`config.mk`:
```
export PLATFORM = sky130hd
export DESIGN_NAME = i2c_slave_read_flat
export DESIGN_NICKNAME = d
export VERILOG_FILES = /design/src/rtl/i2c_slave_read_pkg.sv /design/src/rtl/i2c_slave_read_if.sv /design/src/rtl/i2c_bus_monitor.sv /design/src/rtl/i2c_slave_read.sv /design/src/flat_wrapper.sv
export SDC_FILE = /design/constraint.sdc
export NUM_CORES = 1
export LEC_CHECK = 0
export ABC_CLOCK_PERIOD_IN_PS = 3100
export CELL_PAD_IN_SITES_DETAIL_PLACEMENT = 1
export CELL_PAD_IN_SITES_GLOBAL_PLACEMENT = 1
export CORE_ASPECT_RATIO = 1.25
export CORE_UTILIZATION = 47
export CTS_BUF_LIST = sky130_fd_sc_hd__clkbuf_4 sky130_fd_sc_hd__clkbuf_8
export CTS_CLUSTER_SIZE = 20
export DETAILED_ROUTE_END_ITERATION = 6
export PLACE_DENSITY = 0.94
export SLEW_MARGIN = 0
export SYNTH_ARGS = -nofsm -noshare
export SYNTH_HDL_FRONTEND = slang
export SYNTH_HIERARCHICAL = 1
export SYNTH_SLANG_ARGS = --single-unit
export TNS_END_PERCENT = 50
```
`constraint.sdc`:
```
create_clock -name clk -period 3.1 [get_ports clk]
set_input_delay 0.62 -clock clk [delete_from_list [all_inputs] [get_ports clk]]
set_output_delay 0.62 -clock clk [all_outputs]
set_load 0.01 [all_outputs]
```
`src/rtl/i2c_slave_read_pkg.sv`:
```
// Shared types and constants for the I2C slave receive path.
// The write path imports the same package.
package i2c_slave_read_pkg;

    localparam int unsigned BYTE_W = 8;
    localparam int unsigned CNT_W  = $clog2(BYTE_W);

    typedef enum logic [1:0] {
        I2C_RD_IDLE = 2'd0,
        I2C_RD_RECV = 2'd1,
        I2C_RD_DONE = 2'd2,
        I2C_RD_ERR  = 2'd3
    } rd_state_e;

    // True when cnt addresses the final bit of the current transfer.
    function automatic logic last_bit(input logic [CNT_W-1:0] cnt, input logic is_byte);
        return is_byte ? (cnt == CNT_W'(BYTE_W - 1)) : (cnt == '0);
    endfunction

endpackage

```
`src/rtl/i2c_slave_read_if.sv`:
```
// Controller-facing port bundle of the I2C slave receive path.
interface i2c_slave_read_if;
    import i2c_slave_read_pkg::*;

    logic              rd_en;
    logic              is_byte;
    logic              scl_i;
    logic              sda_i;
    logic [BYTE_W-1:0] data_o;
    logic              rd_finish;
    logic              get_start;
    logic              get_stop;
    logic              bus_err;

    modport master (
        output rd_en, is_byte, scl_i, sda_i,
        input  data_o, rd_finish, get_start, get_stop, bus_err
    );

    modport slave (
        input  rd_en, is_byte, scl_i, sda_i,
        output data_o, rd_finish, get_start, get_stop, bus_err
    );

endinterface

```
`src/rtl/i2c_bus_monitor.sv`:
```
// SCL edge and START/STOP detection on already-synchronized SCL/SDA.
// All detections are gated by en.
module i2c_bus_monitor (
    input  logic clk,
    input  logic rst_n,
    input  logic en,
    input  logic scl,
    input  logic sda,
    output logic scl_rise,
    output logic scl_fall,
    output logic get_start,
    output logic get_stop
);

    logic scl_last;
    logic sda_last;

    // Previous-sample registers idle high like the bus itself.
    always_ff @(posedge clk or negedge rst_n) begin
        if (!rst_n) begin
            scl_last <= 1'b1;
            sda_last <= 1'b1;
        end else begin
            scl_last <= scl;
            sda_last <= sda;
        end
    end

    assign scl_rise  = en & ~scl_last &  scl;
    assign scl_fall  = en &  scl_last & ~scl;

    // SCL must be high on both samples so an SDA move at an SCL edge is not a condition.
    assign get_start = en & scl_last & scl &  sda_last & ~sda;
    assign get_stop  = en & scl_last & scl & ~sda_last &  sda;

endmodule

```
`src/rtl/i2c_slave_read.sv`:
```
// I2C slave receive path: assembles one ACK bit or an MSB-first byte from SDA,
// reports START/STOP and flags START/STOP arriving mid-transfer.
module i2c_slave_read
    import i2c_slave_read_pkg::*;
(
    input  logic              clk,
    input  logic              rst_n,
    i2c_slave_read_if.slave   bus
);

    logic scl_rise;
    logic scl_fall;
    logic get_start;
    logic get_stop;

    rd_state_e         state_q,   state_d;
    logic [CNT_W-1:0]  cnt_q,     cnt_d;
    logic              sampled_q, sampled_d;
    logic              bit_q,     bit_d;
    logic [BYTE_W-1:0] shift_q,   shift_d;
    logic [BYTE_W-1:0] data_q,    data_d;
    logic              finish_q,  finish_d;
    logic              err_q,     err_d;

    i2c_bus_monitor u_mon (
        .clk       (clk),
        .rst_n     (rst_n),
        .en        (bus.rd_en),
        .scl       (bus.scl_i),
        .sda       (bus.sda_i),
        .scl_rise  (scl_rise),
        .scl_fall  (scl_fall),
        .get_start (get_start),
        .get_stop  (get_stop)
    );

    assign bus.get_start = get_start;
    assign bus.get_stop  = get_stop;
    assign bus.data_o    = data_q;
    assign bus.rd_finish = finish_q;
    assign bus.bus_err   = err_q;

    always_ff @(posedge clk or negedge rst_n) begin
        if (!rst_n) begin
            state_q   <= I2C_RD_IDLE;
            cnt_q     <= '0;
            sampled_q <= 1'b0;
            bit_q     <= 1'b0;
            shift_q   <= '0;
            data_q    <= '0;
            finish_q  <= 1'b0;
            err_q     <= 1'b0;
        end else begin
            state_q   <= state_d;
            cnt_q     <= cnt_d;
            sampled_q <= sampled_d;
            bit_q     <= bit_d;
            shift_q   <= shift_d;
            data_q    <= data_d;
            finish_q  <= finish_d;
            err_q     <= err_d;
        end
    end

    // Bits are captured on SCL rise and committed on the following fall.
    always_comb begin
        state_d   = state_q;
        cnt_d     = cnt_q;
        sampled_d = sampled_q;
        bit_d     = bit_q;
        shift_d   = shift_q;
        data_d    = data_q;
        finish_d  = finish_q;
        err_d     = err_q;

        if (!bus.rd_en) begin
            state_d   = I2C_RD_IDLE;
            cnt_d     = '0;
            sampled_d = 1'b0;
            shift_d   = '0;
            finish_d  = 1'b0;
            err_d     = 1'b0;
        end else begin
            unique case (state_q)
                I2C_RD_IDLE: begin
                    state_d   = I2C_RD_RECV;
                    cnt_d     = '0;
                    sampled_d = 1'b0;
                    shift_d   = '0;
                    finish_d  = 1'b0;
                    err_d     = 1'b0;
                end
                I2C_RD_RECV: begin
                    if (get_start | get_stop) begin
                        state_d   = I2C_RD_ERR;
                        err_d     = 1'b1;
                        sampled_d = 1'b0;
                    end else if (scl_rise) begin
                        bit_d     = bus.sda_i;
                        sampled_d = 1'b1;
                    end else if (scl_fall && sampled_q) begin
                        // A fall without a prior rise means SCL was already high at enable.
                        shift_d   = {shift_q[BYTE_W-2:0], bit_q};
                        sampled_d = 1'b0;
                        if (last_bit(cnt_q, bus.is_byte)) begin
                            state_d  = I2C_RD_DONE;
                            data_d   = bus.is_byte ? {shift_q[BYTE_W-2:0], bit_q}
                                                   : BYTE_W'(bit_q);
                            finish_d = 1'b1;
                        end else begin
                            cnt_d = cnt_q + CNT_W'(1);
                        end
                    end
                end
                I2C_RD_DONE: begin
                    state_d = I2C_RD_DONE;
                end
                I2C_RD_ERR: begin
                    state_d = I2C_RD_ERR;
                end
                default: begin
                    state_d = I2C_RD_IDLE;
                end
            endcase
        end
    end

endmodule

```
`src/flat_wrapper.sv`:
```
// flat-port wrapper written by rule: the top's interface ports become plain ports
module i2c_slave_read_flat import i2c_slave_read_pkg::*;
  (clk, rst_n, bus_rd_en, bus_is_byte, bus_scl_i, bus_sda_i, bus_data_o, bus_rd_finish, bus_get_start, bus_get_stop, bus_bus_err);
  i2c_slave_read_if bus_i ();
  input  logic clk;
  input  logic rst_n;
  input wire logic [$bits(bus_i.rd_en)-1:0] bus_rd_en;
  input wire logic [$bits(bus_i.is_byte)-1:0] bus_is_byte;
  input wire logic [$bits(bus_i.scl_i)-1:0] bus_scl_i;
  input wire logic [$bits(bus_i.sda_i)-1:0] bus_sda_i;
  output wire logic [$bits(bus_i.data_o)-1:0] bus_data_o;
  output wire logic [$bits(bus_i.rd_finish)-1:0] bus_rd_finish;
  output wire logic [$bits(bus_i.get_start)-1:0] bus_get_start;
  output wire logic [$bits(bus_i.get_stop)-1:0] bus_get_stop;
  output wire logic [$bits(bus_i.bus_err)-1:0] bus_bus_err;
  assign bus_i.rd_en = bus_rd_en;
  assign bus_i.is_byte = bus_is_byte;
  assign bus_i.scl_i = bus_scl_i;
  assign bus_i.sda_i = bus_sda_i;
  assign bus_data_o = bus_i.data_o;
  assign bus_rd_finish = bus_i.rd_finish;
  assign bus_get_start = bus_i.get_start;
  assign bus_get_stop = bus_i.get_stop;
  assign bus_bus_err = bus_i.bus_err;
  i2c_slave_read u_core (.clk(clk), .rst_n(rst_n), .bus(bus_i));
endmodule
```
# ---- Word-level counts from Yosys, hierarchy flattened
# Cells that the tools add are included.
dict set report word_totals {
  reg_bits 26
  in_bits 6
  output_inout_bits 12
}
dict set report classes {
  n_eq_ne 15
  reduce_logical 11
  muxes 33
  bitwise 16
  n_addsub 1
}
# cell count
set op_table {}
lappend op_table {{2-to-1 mux 7 bit} 4}
lappend op_table {{2-to-1 mux 3 bit} 5}
lappend op_table {{one-hot mux 7 bit (2 select lines)} 1}
lappend op_table {{2-to-1 mux 1 bit} 12}
lappend op_table {{2-to-1 mux 2 bit} 5}
lappend op_table {{AND reduction 5 bit} 2}
lappend op_table {{bitwise AND 1 bit} 9}
lappend op_table {{inequality test 3 x 2 -> 1 bit (second input constant)} 3}
lappend op_table {{inequality test 3 bit (second input constant)} 3}
lappend op_table {{2-to-1 mux 8 bit} 1}
lappend op_table {{inequality test 4 x 2 -> 1 bit (second input constant)} 2}
lappend op_table {{one-hot mux 2 bit (4 select lines)} 1}
lappend op_table {{AND reduction 4 bit} 2}
lappend op_table {{inverter 1 bit} 6}
lappend op_table {{one-hot mux 1 bit (2 select lines)} 3}
lappend op_table {{one-hot mux 3 bit (2 select lines)} 1}
lappend op_table {{AND reduction 6 bit} 1}
lappend op_table {{inequality test 5 x 2 -> 1 bit (second input constant)} 1}
lappend op_table {{equality test 2 bit (second input constant)} 2}
lappend op_table {{inequality test 4 bit (second input constant)} 1}
lappend op_table {{AND reduction 2 bit} 2}
lappend op_table {{adder 3 x 1 -> 3 bit (second input constant)} 1}
lappend op_table {{equality test 3 bit (second input constant)} 1}
lappend op_table {{zero test 3 bit} 1}
lappend op_table {{6 further kinds} 6}

# ---- Depth between registers and ports, before layout
# Gate-level depths: netlist (run 1).
dict set report logic_depth {
  word_depth 8
  mapped_depth 7
  depth_no_buf 6
}

# ---- Cells and area by module
# The synthesis (run 1) kept the hierarchy.
# module cells_each seq_area_each_um2 instances area_per_inst_um2
set modules_own_cells {}
lappend modules_own_cells {i2c_slave_read 98 600.6 1 1126.1}
lappend modules_own_cells {i2c_bus_monitor 9 52.6 1 102.6}

# ---- Worst setup path before layout (run 1)
# No wires, ideal clock.
dict set report synth_timing {
  path_type {input to register}
  from {in bus_sda_i}
  to {reg u_core.data_q[2], in the netlist u_core/bus.data_o[2]}
  path_slack_ns 1.190
  path_buffers 1
  setup_time_ns 0.135
  stages 6
  arrival_ns 1.775
  cell_sequence {nor3b_2 -> nor3_1 -> o2111ai_2 -> buf_4 -> nand2_1 -> o21ai_0}
}
dict set report synth_between {
  elab_chain_len 5
  word_cells_on_any_way 6
  classes_between {5 x bitwise; 1 x reduce/logical}
}
# item line_no
set synth_lines {}
lappend synth_lines {{start: declaration} flat_wrapper.sv:10} ;# input wire logic [$bits(bus_i.sda_i)-1:0] bus_sda_i;
lappend synth_lines {{inverter 1 bit} i2c_bus_monitor.sv:33} ;# assign get_start = en & scl_last & scl & sda_last & ~sda;
lappend synth_lines {{bitwise AND 1 bit} i2c_bus_monitor.sv:33}
lappend synth_lines {{bitwise OR 1 bit *} i2c_slave_read.sv:94} ;# if (get_start | get_stop) begin
lappend synth_lines {{inverter 1 bit (no source line) *} n/a}
lappend synth_lines {{AND reduction 6 bit (no source line) *} n/a}
lappend synth_lines {{end signal: assignment} i2c_slave_read.sv:59} ;# data_q <= data_d;
lappend synth_lines {{end: declaration} i2c_slave_read.sv:21} ;# logic [BYTE_W-1:0] data_q, data_d;
# Every way passes the cells marked *; elsewhere a longest branch is shown, timed or not.
# A chain may end at the register's enable or synchronous reset.

# ---- Worst setup path in the final report (run 1)
dict set report layout_timing {
  from {in bus_scl_i}
  to {out bus_get_stop}
}
dict set report layout_between {
  elab_chain_len 3
}
# item line_no
set layout_lines {}
lappend layout_lines {{start: declaration} flat_wrapper.sv:9} ;# input wire logic [$bits(bus_i.scl_i)-1:0] bus_scl_i;
lappend layout_lines {{bitwise AND 1 bit (3 in series)} i2c_bus_monitor.sv:34} ;# assign get_stop = en & scl_last & scl & ~sda_last & sda;
lappend layout_lines {{end: declaration} flat_wrapper.sv:14} ;# output wire logic [$bits(bus_i.get_stop)-1:0] bus_get_stop;
# No other way between the ends.

==> impl_metrics.tcl, run 1 <==
set metrics [dict create \
    port_buffers 17 \
    path_class "in2out" \
    worst_setup_path_end_kind "primary output" \
    post-route-period-util 0.9039 \
    fmax_ghz 0.3569 \
    grt_pass1_vias 984 \
    post_cts_buffers 0 \
    cts_made_buffers 3 \
    syn-cell-area_mm2 0.001229 \
    die_area_mm2 0.002824 \
    num_io_pins 18 \
    holdPathStages 2 \
    reg2reg_from "u_core/u_mon/scl_last" \
    post_drt_wl_per_cell_um 17.07 \
    hold_slack_ns 0.5015 \
    yosysMostFrequentCell "dfrtp_1" \
    die_y_um 59.17 \
    antenna_cells 0 \
    cts-resized-gates 0 \
    async_reset_ff_frac 1.000 \
    synth_commonest_cells "dfrtp_1, nand2_1, a22o_2" \
    drt_first_pass_iters 5 \
    crit_path_end "bus_get_stop" \
    grt.total_usage 0.2381 \
    power_density_mw_per_mm2 359.9 \
    maxSlewHeadroom 0.5986 \
    r2r_end "u_core/shift_q[4]" \
    critical_path.startpoint "bus_scl_i" \
    ys_dominant_reg_cell "dfrtp_1" \
    dp_hpwl_um 2123 \
    ant_nets 0 \
    syn2layout_area_growth_pct 20.47 \
    cp_max_fo 4 \
    num_vias 907 \
    ctsHtreeMaxLevel 1 \
    cap_violations 0 \
    vias_per_cell 5.599 \
    drtIter0Drc 11 \
    ff2ff_setup_slack_ns 1.05 \
    placementRows 20 \
    final.min_clock_period_ns 2.802 \
    required_ns 2.48 \
    cts.path.max_buffers 2 \
    rsz0062_at_grt "no" \
    core_mm2 0.002452 \
    netlist_instances 107 \
    layout.nets 141 \
    grt_pass1_wl_um 4629 \
    placedInstanceArea_mm2 0.001458 \
    postSynthAreaPerCell_um2 11.48 \
    dp.cells 159 \
    cp_num_cells 4 \
    gp_congestion 0.7448 \
    reg2regPathDepth 6 \
    cpPeakStageDelay_ns 0.60 \
    slew_violations 0 \
    fin_worst_skew_ns 0.003115 \
    status "completed" \
    ir_drop_mv 0.2341 \
    slowest_stage "clkdlybuf4s50_1" \
    antenna_found_initial 0 \
    ys_seq_area_frac 0.5316 \
    grt-ovfl-total 0 \
    grt_max_degree 27 \
    synthTopCellsByArea "dfrtp_1, a22o_2, nand2_1, dfstp_2, ha_1" \
    cp_common_cell "clkdlybuf4s50_1" \
    crit_family "buffers and inverters" \
    finalPower_uw 532.8 \
    die_w_um 47.73 \
    clock-sinks 26 \
    p_leak_uw 0.0006440 \
    initial_core_util 0.5010 \
    cts_tree "built" \
    ys_warn_count 6 \
    ys_types 29 \
    hold_buffers 0 \
    finalSetupViolations 0 \
    worstPathArrival_ns 2.18 \
    ctsRootBufferMaster "clkbuf_4" \
    tns_ns 0 \
    min_path_type "reg2reg" \
    synth_edf_count 0 \
    drc_errors 0 \
    netlist.area_leader.share 0.4888 \
    clk_pin_slew_ns 0.13 \
    synth_nets 117 \
    hold_viol 0 \
    layout-drive-gt1-share 0.2636 \
    yosys.area.top_type "dfrtp_1" \
    final_area_mm2 0.001480 \
    finalWirelength_um 2766 \
    path_cells "clkdlybuf4s50_1 -> nand3_2 -> nor3b_2 -> clkdlybuf4s50_1" \
    ys_seq_elements 26 \
    stdcell_count 162 \
    worst_pin_slew_ns 0.6021 \
    path_buf_inv 2 \
    clock_latency_ns 0.31 \
    start_kind "input port" \
    nFillCells 288 \
]
-- sequential cells by signal, indices dropped and copies added (netlist names) --
name,count
u_core/bit_q,1
u_core/bus.bus_err,1
u_core/bus.data_o,8
u_core/bus.rd_finish,1
u_core/cnt_q,3
u_core/sampled_q,1
u_core/shift_q,7
u_core/state_q,2
u_core/u_mon/scl_last,1
u_core/u_mon/sda_last,1
-- report_power, final --
| group | switching (uW) | internal (uW) |
|---|---|---|
| registers | 5.89 | 346 |
| logic | 26.4 | 18.4 |
| clock network | 90.4 | 45.4 |
| total | 123 | 410 |
-- worst min-delay path by stage --
stage / start / end
3_3_place_gp: u_core/bus.data_o[5] / u_core/bus.data_o[5]
3_5_place_dp: u_core/bus.data_o[1] / u_core/bus.data_o[1]
6_report: u_core/bus.data_o[1] / u_core/bus.data_o[1]
5_1_grt: u_core/bus.data_o[1] / u_core/bus.data_o[1]
2_1_floorplan: rst_n / u_core/bit_q
4_1_cts: u_core/bus.data_o[1] / u_core/bus.data_o[1]
-- metal layers --
layer	global-route usage	part of all wire	up-vias
met5	0	0	-
met4	0.09524	0.021	0
met3	0.03963	0.028	9
met2	0.4073	0.56	23
met1	0.2866	0.40	452
li1	-	-	423
-- per-stage QoR --
stage	utilization	setup WS [ns]
finish	0.6036	0.2979
global route	0.6036	0.2162
global placement	0.5944	0.3971
floorplan	-	1.190
detailed placement	0.5944	0.2985
CTS	0.6036	0.2866
-- tightest hold or removal path, delay by kind of cell (launching register included) --
kind | cells | cell delay (ns)
compound gates | 1 | 0.05
flops | 1 | 0.37
simple gates | 1 | 0.06
-- placed cells by master (no fill, tap or decap), types with 3 or more instances in the layout --
| cell type | instances |
|---|---|
| nand2_1 | 18 |
| inv_1 | 4 |
| a22o_2 | 9 |
| ha_1 | 4 |
| buf_4 | 4 |
| o21ai_2 | 3 |
| o21ai_0 | 8 |
| clkbuf_4 | 3 |
| nor2_1 | 5 |
| dfrtp_1 | 24 |
| a21oi_1 | 5 |
| mux2_2 | 3 |
| clkdlybuf4s50_1 | 17 |
-- logic make-up (layout without fill, tap and decap cells) --
| group | Yosys count | count (layout) | share of synthesized area |
|---|---|---|---|
| compound gates | 28 | 28 | 0.1741 |
| fa+ha+maj | 4 | 4 | 0.04073 |
| buf+inv | 6 | 28 | 0.02240 |
| flops | 26 | 26 | 0.5316 |
| mux | 3 | 3 | 0.02749 |
| simple gates | 40 | 40 | 0.2037 |
-- cell type report --
class,instances,area (um2),share of cell area
repair buffers,21,200.2,0.1352
flip-flops and latches,26,653.1,0.4413
clock buffers,3,22.52,0.01522
multi-input cells,75,548.0,0.3702
inverters,4,15.01,0.01014
well taps,33,41.29,0.02790
Power figures use the tool's default switching activity.
==> run 2, diff against run 1 <==
==> constraint.sdc (replaced) <==
create_clock -name clk -period 3.1 [get_ports clk]
set_input_delay 0.62 -clock clk [delete_from_list [all_inputs] [get_ports clk]]
set_output_delay 0.62 -clock clk [all_outputs]
set_load 0.1 [all_outputs]
==> run 2 against run 1 <==
  * Wire length shrank 11%
  * Setup slack improved by 0.18 ns
  * Utilization up 0.051 points
  * Worst hold slack about the same
  * Via count decreased by 3.9%
  * Critical path depth is the same
  * Final area about the same
  * Sequential power barely moved
  * Die area unchanged
  * Highest routed layer unchanged
==> impl_metrics.tcl, run 2 (synthesis gave the netlist of run 1 again) <==
set metrics [dict create \
    worstPathArrival_ns 2.00 \
    required_ns 2.48 \
    status "completed" \
    antenna_found_initial 0 \
    r2r_end "u_core/bus.data_o[5]" \
    power_density_mw_per_mm2 386.6 \
    path_cells "clkdlybuf4s50_1 -> nand3_2 -> nor3b_2 -> buf_12" \
    fin_worst_skew_ns 0.002698 \
    p_leak_uw 0.0006775 \
    maxSlewHeadroom 0.6364 \
    finalWirelength_um 2462 \
    port_buffers 17 \
    start_kind "input port" \
    holdPathStages 2 \
    worst_pin_slew_ns 0.5412 \
    clock_latency_ns 0.33 \
    die_w_um 47.73 \
    drtIter0Drc 13 \
    cts_made_buffers 3 \
    nFillCells 279 \
    hp-start "u_core/bus.data_o[6]" \
    grt_pass1_wl_um 4188 \
    reg2regPathDepth 5 \
    antenna_cells 0 \
    gp_congestion 0.8115 \
    drc_errors 0 \
    initial_core_util 0.5010 \
    cpPeakStageDelay_ns 0.64 \
    slowest_stage "clkdlybuf4s50_1" \
    reg2reg_from "u_core/u_mon/sda_last" \
    final_common_cell "dfrtp_1" \
    cap_violations 0 \
    post-route-period-util 0.8460 \
    dp.cells 158 \
    min_path_type "reg2reg" \
    drt_first_pass_iters 3 \
    ir_drop_mv 0.2366 \
    rsz0062_at_grt "no" \
    whs_endpoint "u_core/bus.data_o[6]" \
    ctsHtreeMaxLevel 1 \
    die_y_um 59.17 \
    mostFrequentLayoutCells "dfrtp_1, nand2_1, buf_4, a22o_2, o21ai_0" \
    fmax_ghz 0.3813 \
    cts_tree "built" \
    core_mm2 0.002452 \
    utilization 0.6041 \
    post_drt_wl_per_cell_um 15.20 \
    cp_max_fo 9 \
    path_class "in2out" \
    ant_nets 0 \
    num_io_pins 18 \
    die_area_mm2 0.002824 \
    hold_viol 0 \
    syn2layout_area_growth_pct 20.57 \
    ctsRootBufferMaster "clkbuf_4" \
    finalSetupViolations 0 \
    layout.nets 140 \
    tns_ns 0 \
    hold_buffers 0 \
    vias_per_cell 5.383 \
    dp_hpwl_um 1938 \
    stdcell_count 162 \
    worst_setup_path_end_kind "primary output" \
    layout-drive-gt1-share 0.3566 \
    grt.total_usage 0.2169 \
    final.min_clock_period_ns 2.623 \
    clk_pin_slew_ns 0.13 \
    grt_pass1_vias 913 \
    hold_slack_ns 0.5017 \
    grt-ovfl-total 0 \
    clock-sinks 26 \
    post_cts_buffers 0 \
    largest_reg_flops 8 \
    cts-resized-gates 0 \
    cts.path.max_buffers 2 \
    grt_max_degree 27 \
    ff2ff_setup_slack_ns 1.12 \
    num_vias 872 \
    placementRows 20 \
    slew_violations 0 \
]
==> run 2: cell count changes in the layout (fill, tap and decap cells not counted) <==
cell,delta
clkbuf_8,+1
clkdlybuf4s50_1,-12
buf_4,+9
buf_12,+2
==> run 2: per-layer routing <==
layer	global-route usage	part of all wire
met5	0	0
met4	0.1071	0.023
met3	0.03049	0.035
met2	0.3552	0.52
met1	0.2704	0.42
==> run 2: final cells by class <==
class	instances	area, um2	area share
clock buffer	4	36.28	0.02449
tap	33	41.29	0.02787
inverter	4	15.01	0.01014
sequential	26	653.1	0.4409
multi-input combinational	75	548.0	0.3699
timing repair buffer	20	187.7	0.1267
==> run 2: critical path: cells and delay by family <==
family / cells / cell delay (ns)
buffers and inverters: 2 / 0.86
and+or+nand+nor: 2 / 0.51
==> run 2: stage by stage <==
| step | cell area (um2) | power (uW) | setup WS (ns) |
|---|---|---|---|
| detailed placement | 1445 | 407.3 | 0.2574 |
| global route | 1481 | 593.2 | 0.3805 |
| CTS | 1481 | 581.3 | 0.4604 |
| finish | 1481 | 572.7 | 0.4773 |
| global placement | 1445 | 405.1 | 0.3863 |
| floorplan | 1229 | 382.0 | 0.06079 |
==> run 2: worst max path at each step <==
stage,start,endpoint,cells after the start
2_1_floorplan,bus_scl_i,u_core/shift_q[0],5
3_3_place_gp,bus_rd_en,u_core/bus.data_o[4],8
3_5_place_dp,bus_rd_en,u_core/bus.data_o[5],8
4_1_cts,bus_rd_en,bus_get_start,4
5_1_grt,bus_rd_en,bus_get_stop,4
6_report,bus_rd_en,bus_get_stop,4
==> run 2: where the power goes <==
part	total, uW	switching (uW)	internal [uW]
registers	351	4.79	346
logic	48.9	30.4	18.5
clock network	173	101	72.0
total	573	136	437
==> RTL edit 1, RTL diff (config.mk and constraints of run 1) <==
Take the reset off `shift_q` and `data_q` and load them in a clocked block of their own.
--- a/src/rtl/i2c_slave_read.sv
+++ b/src/rtl/i2c_slave_read.sv
@@ -46,8 +46,6 @@
             cnt_q     <= '0;
             sampled_q <= 1'b0;
             bit_q     <= 1'b0;
-            shift_q   <= '0;
-            data_q    <= '0;
             finish_q  <= 1'b0;
             err_q     <= 1'b0;
         end else begin
@@ -55,11 +53,14 @@
             cnt_q     <= cnt_d;
             sampled_q <= sampled_d;
             bit_q     <= bit_d;
-            shift_q   <= shift_d;
-            data_q    <= data_d;
             finish_q  <= finish_d;
             err_q     <= err_d;
         end
+    end
+
+    always_ff @(posedge clk) begin
+        shift_q <= shift_d;
+        data_q  <= data_d;
     end
 
     // Bits are captured on SCL rise and committed on the following fall.
Function: differs if rst_n is asserted again (counterexample within 4 cycles, from zero or initial values and one cycle with rst_n low); with rst_n held inactive, the same outputs for 10 cycles.
==> RTL edit 1 against run 1 <==
Wire length down 13%; design area down 7.2%; area after synthesis down 8.2%; setup slack better by 45 ps; sequential cell count unchanged; total power up 7.5%; sequential power up 5.7%; via count down 6.1%; critical path type unchanged; largest power group unchanged.
==> RTL edit 1: results (changes against run 1) <==
| Metric | Value |
|---|---|
| Outcome | `finished clean` |
| Synth unique cells | `32 (+10%)` |
| Setup slack, reg-to-reg | `1150 ps (+100 ps)` |
| Number of fill cells | `248 (-14%)` |
| Int Power | `435 uW (+6.0%)` |
| CTS resizes | `0 (unchanged)` |
| CTS Buf Count | `3 (unchanged)` |
| Port Buf Inserts | `17 (unchanged)` |
| Max Clock Skew | `11.1 ps (+7.97 ps)` |
| Vias per std cell | `5.64 (+0.78%)` |
| Tot GR Track Use | `0.217 (-0.0212)` |
| First-pass GRT wire length | `4.07 mm (-12%)` |
| WP data arrival | `2140 ps (-40 ps)` |
| Share of cells above drive strength 1 | `0.150 (-0.114)` |
| Post-Place Cells | `147 (-7.5%)` |
| Register area share after synthesis | `0.584 (+0.0522)` |
| Number of global-route vias before repair | `899 (-8.6%)` |
| Avg WL per Cell | `16.0 um (-6.6%)` |
| Clock transition at the registers of the reported paths | `130 ps (about the same)` |
| Most frequent cells after synthesis | `15 x nand2_1, 9 x dfrtp_1, 8 x edfxtp_1, 8 x o22ai_1` |
| Largest net degree at the start of global routing | `18 (-33%)` |
| First drt pass iteration count | `4 (-1)` |
| Routed wire length | `2.41 mm (-13%)` |
| Max reg flops | `8 (unchanged)` |
| Nets | `131 (-7.1%)` |
| Starting DRT DRC Count | `13 (+2)` |
| Post-synth ARST share | `0.423 (-0.577)` |
| Final hold slack | `503 ps (+1.35 ps)` |
| Max Buffers Root-to-Sink | `2 (unchanged)` |
| Final Max Slew Viols | `0 (unchanged)` |
| H-tree levels | `1 (unchanged)` |
| DP Wirelength | `1.89 mm (-11%)` |
| Top area cells in the synthesized netlist | `edfxtp_1 21%, dfrtp_1 20%, dfxtp_1 12%, nand2_1 5.0%, dfstp_2 4.7%` |
| Gpl congestion | `0.781 (+4.8%)` |
| Root Buffer | `clkbuf_4` |
| Peak VDD IR | `362 uV (+55%)` |
| Worst-Skew Late Latency | `330 ps (+20 ps)` |
| Actual slew at the worst max-slew pin | `555 ps (-46.9 ps)` |
| Hold WC Path Type | `reg2reg` |
| Net count after synthesis | `108 (-7.7%)` |
| Setup bufs post-CTS | `0 (unchanged)` |
| Post-synth EDFFs | `8 (+8)` |
| Syn_area_per_cell | `11.5 sq um (+0.18%)` |
| P_leak | `0.000546 uW (-15%)` |
## RTL edit 1: kinds of logic (layout without fill, tap and decap cells)
| family | Yosys count | after routing | synth area share |
|---|---|---|---|
| buf+inv | 5 | 27 | 0.0166 |
| simple gates | 39 | 39 | 0.200 |
| compound gates | 22 | 22 | 0.132 |
| mux | 2 | 2 | 0.0233 |
| flops | 26 | 26 | 0.584 |
| fa+ha+maj | 4 | 4 | 0.0444 |
## RTL edit 1: metal layers
metal  wire length [um]  part of all wire  GRT usage  vias up
met5                  0                 0          0        -
met4                 34             0.014     0.0630        0
met3                 66             0.027     0.0289        2
met2               1420              0.59      0.412       20
met1                886              0.37      0.234      430
li1                   -                 -          -      400
## RTL edit 1: critical path, cell delays in order
cell and delay (ps):
clkdlybuf4s50_1 540, nand3_2 110, nor3b_2 260, clkdlybuf4s50_1 610
## RTL edit 1: power groups by stage
stage               sequential (uW)  combinational, uW  clock, uW
floorplan                       377               31.9          0
global placement                378               54.5          0
detailed placement              379               57.9          0
CTS                             372               58.5        148
global route                    373               64.5        156
finish                          372               58.2        142
## RTL edit 1: path summary, 6_finish.rpt
check / startpoint / end / cells after the start
max in group asynchronous: rst_n / u_core/u_mon/sda_last$_DFF_PN1_ / 1
min reg2reg: u_core/bit_q$_DFFE_PN0P_ / u_core/bus.data_o[0]$_DFFE_PP_ / 0
max: bus_scl_i / bus_get_start / 4
min in group asynchronous: rst_n / u_core/sampled_q$_DFFE_PN0P_ / 1
max reg2reg: u_core/u_mon/scl_last$_DFF_PN1_ / u_core/cnt_q[0]$_DFFE_PN0P_ / 6
min: u_core/bit_q$_DFFE_PN0P_ / u_core/bus.data_o[0]$_DFFE_PP_ / 0
## RTL edit 1: layout make-up
type                            count  area share
Inverter                            4      0.0109
Timing Repair Buffer               19       0.135
Tap cell                           31      0.0282
Sequential cell                    26       0.479
Multi-Input combinational cell     67       0.328
Clock buffer                        3      0.0164
Clock inverter                      1     0.00273
## RTL edit 1: per-stage QoR
stage                util  cell area [sq um]  setup WS (ps)
detailed placement  0.603               1350            316
finish              0.615               1370            343
floorplan               -               1130            963
global route        0.615               1370            233
CTS                 0.615               1370            322
global placement    0.603               1350            393
==> RTL edit 2, RTL diff (flow settings as in run 1) <==
Without the edit above. `BYTE_W`: 8 -> 4.
--- a/src/rtl/i2c_slave_read_pkg.sv
+++ b/src/rtl/i2c_slave_read_pkg.sv
@@ -2,7 +2,7 @@
 // The write path imports the same package.
 package i2c_slave_read_pkg;
 
-    localparam int unsigned BYTE_W = 8;
+    localparam int unsigned BYTE_W = 4;
     localparam int unsigned CNT_W  = $clog2(BYTE_W);
 
     typedef enum logic [1:0] {
Interface: changed (resized bus_data_o); port bits go from 18 to 14. The function was not compared with the original's and may differ.
==> RTL edit 2 against run 1 <==
Clock skew about the same; wire length down 31%; synthesized cell count shrank 18%; via count decreased by 23%; sequential cell count is 9 lower; total power fell by 25%; sequential share of layout area is 5.0 points lower; final cell count fell by 25%; setup slack gained 16 ps; area after synthesis down 24%; design area is 26% lower; highest routed layer unchanged.
==> RTL edit 2: results (changes against run 1) <==
| Metric | Value |
|---|---|
| Outcome | `finished clean` |
| H-tree levels | `1 (unchanged)` |
| Hold Path End | `u_core/bus.rd_finish$_DFFE_PN0P_` |
| Root Buffer | `clkbuf_4` |
| Setup slack, reg-to-reg | `1170 ps (+120 ps)` |
| First drt pass iteration count | `4 (-1)` |
| Initial antenna violation count | `0 (unchanged)` |
| Net count after synthesis | `98 (-16%)` |
| Starting DRT DRC Count | `8 (-3)` |
| Synth Warn # | `6 (unchanged)` |
| Gpl congestion | `0.756 (+1.5%)` |
| Number of global-route vias before repair | `784 (-20%)` |
| Hold path startpoint | `u_core/bus.rd_finish$_DFFE_PN0P_` |
| Max FO, Critical Path | `5 (+1)` |
| DP Wirelength | `1.50 mm (-29%)` |
| Vias per std cell | `5.73 (+2.3%)` |
| Nets | `114 (-19%)` |
| Hold WC Path Type | `reg2reg` |
| Register area share after synthesis | `0.460 (-0.0719)` |
| WP data arrival | `about 2200 ps` |
| Setup bufs post-CTS | `0 (unchanged)` |
| R2R cell count | `5 (-1)` |
| Worst reg2reg path startpoint | `u_core/u_mon/scl_last$_DFF_PN1_` |
| Predominant post-synthesis flop cell | `dfrtp_1` |
| Clock transition at the registers of the reported paths | `100 ps (-30 ps)` |
| Port Buf Inserts | `13 (-4)` |
| Share of cells above drive strength 1 | `0.155 (-0.108)` |
| Max Buffers Root-to-Sink | `2 (unchanged)` |
| P_leak | `0.000474 uW (-26%)` |
| Worst hold stages | `1 (-1)` |
| Most frequent cells after synthesis | `15 x dfrtp_1, 8 x inv_1, 8 x nand2_1` |
| Top area cells in the synthesized netlist | `dfrtp_1 40%, dfstp_2 5.6%, ha_1 5.4%, mux2i_1 5.4%, o21ai_0 3.2%` |
| Max Clock Skew | `3.32 ps (+0.201 ps)` |
| Worst Setup EP | `bus_get_start` |
| Max reg flops | `4 (-4)` |
| Peak VDD IR | `213 uV (-9.1%)` |
| Tot GR Track Use | `0.206 (-0.0323)` |
| Synth unique cells | `31 (+6.9%)` |
| CTS Buf Count | `3 (unchanged)` |
| Post-synth ARST share | `1.00 (unchanged)` |
| Largest net degree at the start of global routing | `18 (-33%)` |
| First-pass GRT wire length | `3.35 mm (-28%)` |
| Worst-Skew Late Latency | `290 ps (-20 ps)` |
| ANT cells | `0 (unchanged)` |
| Avg WL per Cell | `15.7 um (-8.1%)` |
| CTS resizes | `0 (unchanged)` |
| Actual slew at the worst max-slew pin | `788 ps (+186 ps)` |
| CP startpoint | `bus_scl_i` |
| Crit Reg-Reg Endpoint | `u_core/bus.data_o[0]$_DFFE_PN0P_` |
-- RTL edit 2: cell type report --
cell class / instances / area (sq um)
clock buffer: 3 / 22.5
clock inverter: 1 / 5.00
fill: 199 / 714
inverter: 8 / 30.0
multi-input combinational: 60 / 447
sequential: 17 / 428
tap: 19 / 23.8
timing repair buffer: 14 / 138
-- RTL edit 2: power breakdown --
group          internal [uW]  leakage, uW  switching [uW]
sequential               230     0.000211            6.03
clock                   47.9    0.0000177            71.6
combinational           21.4     0.000246            22.2
-- RTL edit 2: stage by stage --
stage / utilization / std cells / power [uW] / setup WS [ps] / hold slack, ps
after detailed placement: 0.590 / 118 / 284 / 302 / 487
final: 0.605 / 122 / 399 / 314 / 504
after CTS: 0.605 / 122 / 406 / 295 / 512
after global routing: 0.605 / 122 / 417 / 199 / 532
after floorplan: - / 88 / 262 / 1070 / 324
after global placement: 0.590 / 118 / 282 / 361 / 474
-- RTL edit 2: worst max-delay path, cell delays in order --
cell	delay [ps]
clkdlybuf4s50_1	540
nand3_2	110
nor3b_2	290
clkdlybuf4s50_1	600
-- RTL edit 2: cell families after synthesis --
family	after synthesis	synth area share
muxes	8	0.0981
DFF	17	0.460
adders and majority gates	4	0.0538
AOI/OAI and AO/OA	16	0.112
buffers and inverters	11	0.0605
and+or+nand+nor	32	0.216
-- RTL edit 2: per-layer routing --
metal | share of wire | track usage | vias to the layer above
li1 | - | - | 341
met1 | 0.45 | 0.234 | 341
met2 | 0.51 | 0.370 | 15
met3 | 0.035 | 0.0243 | 2
met4 | 0.0089 | 0.118 | 0
met5 | 0 | 0 | -
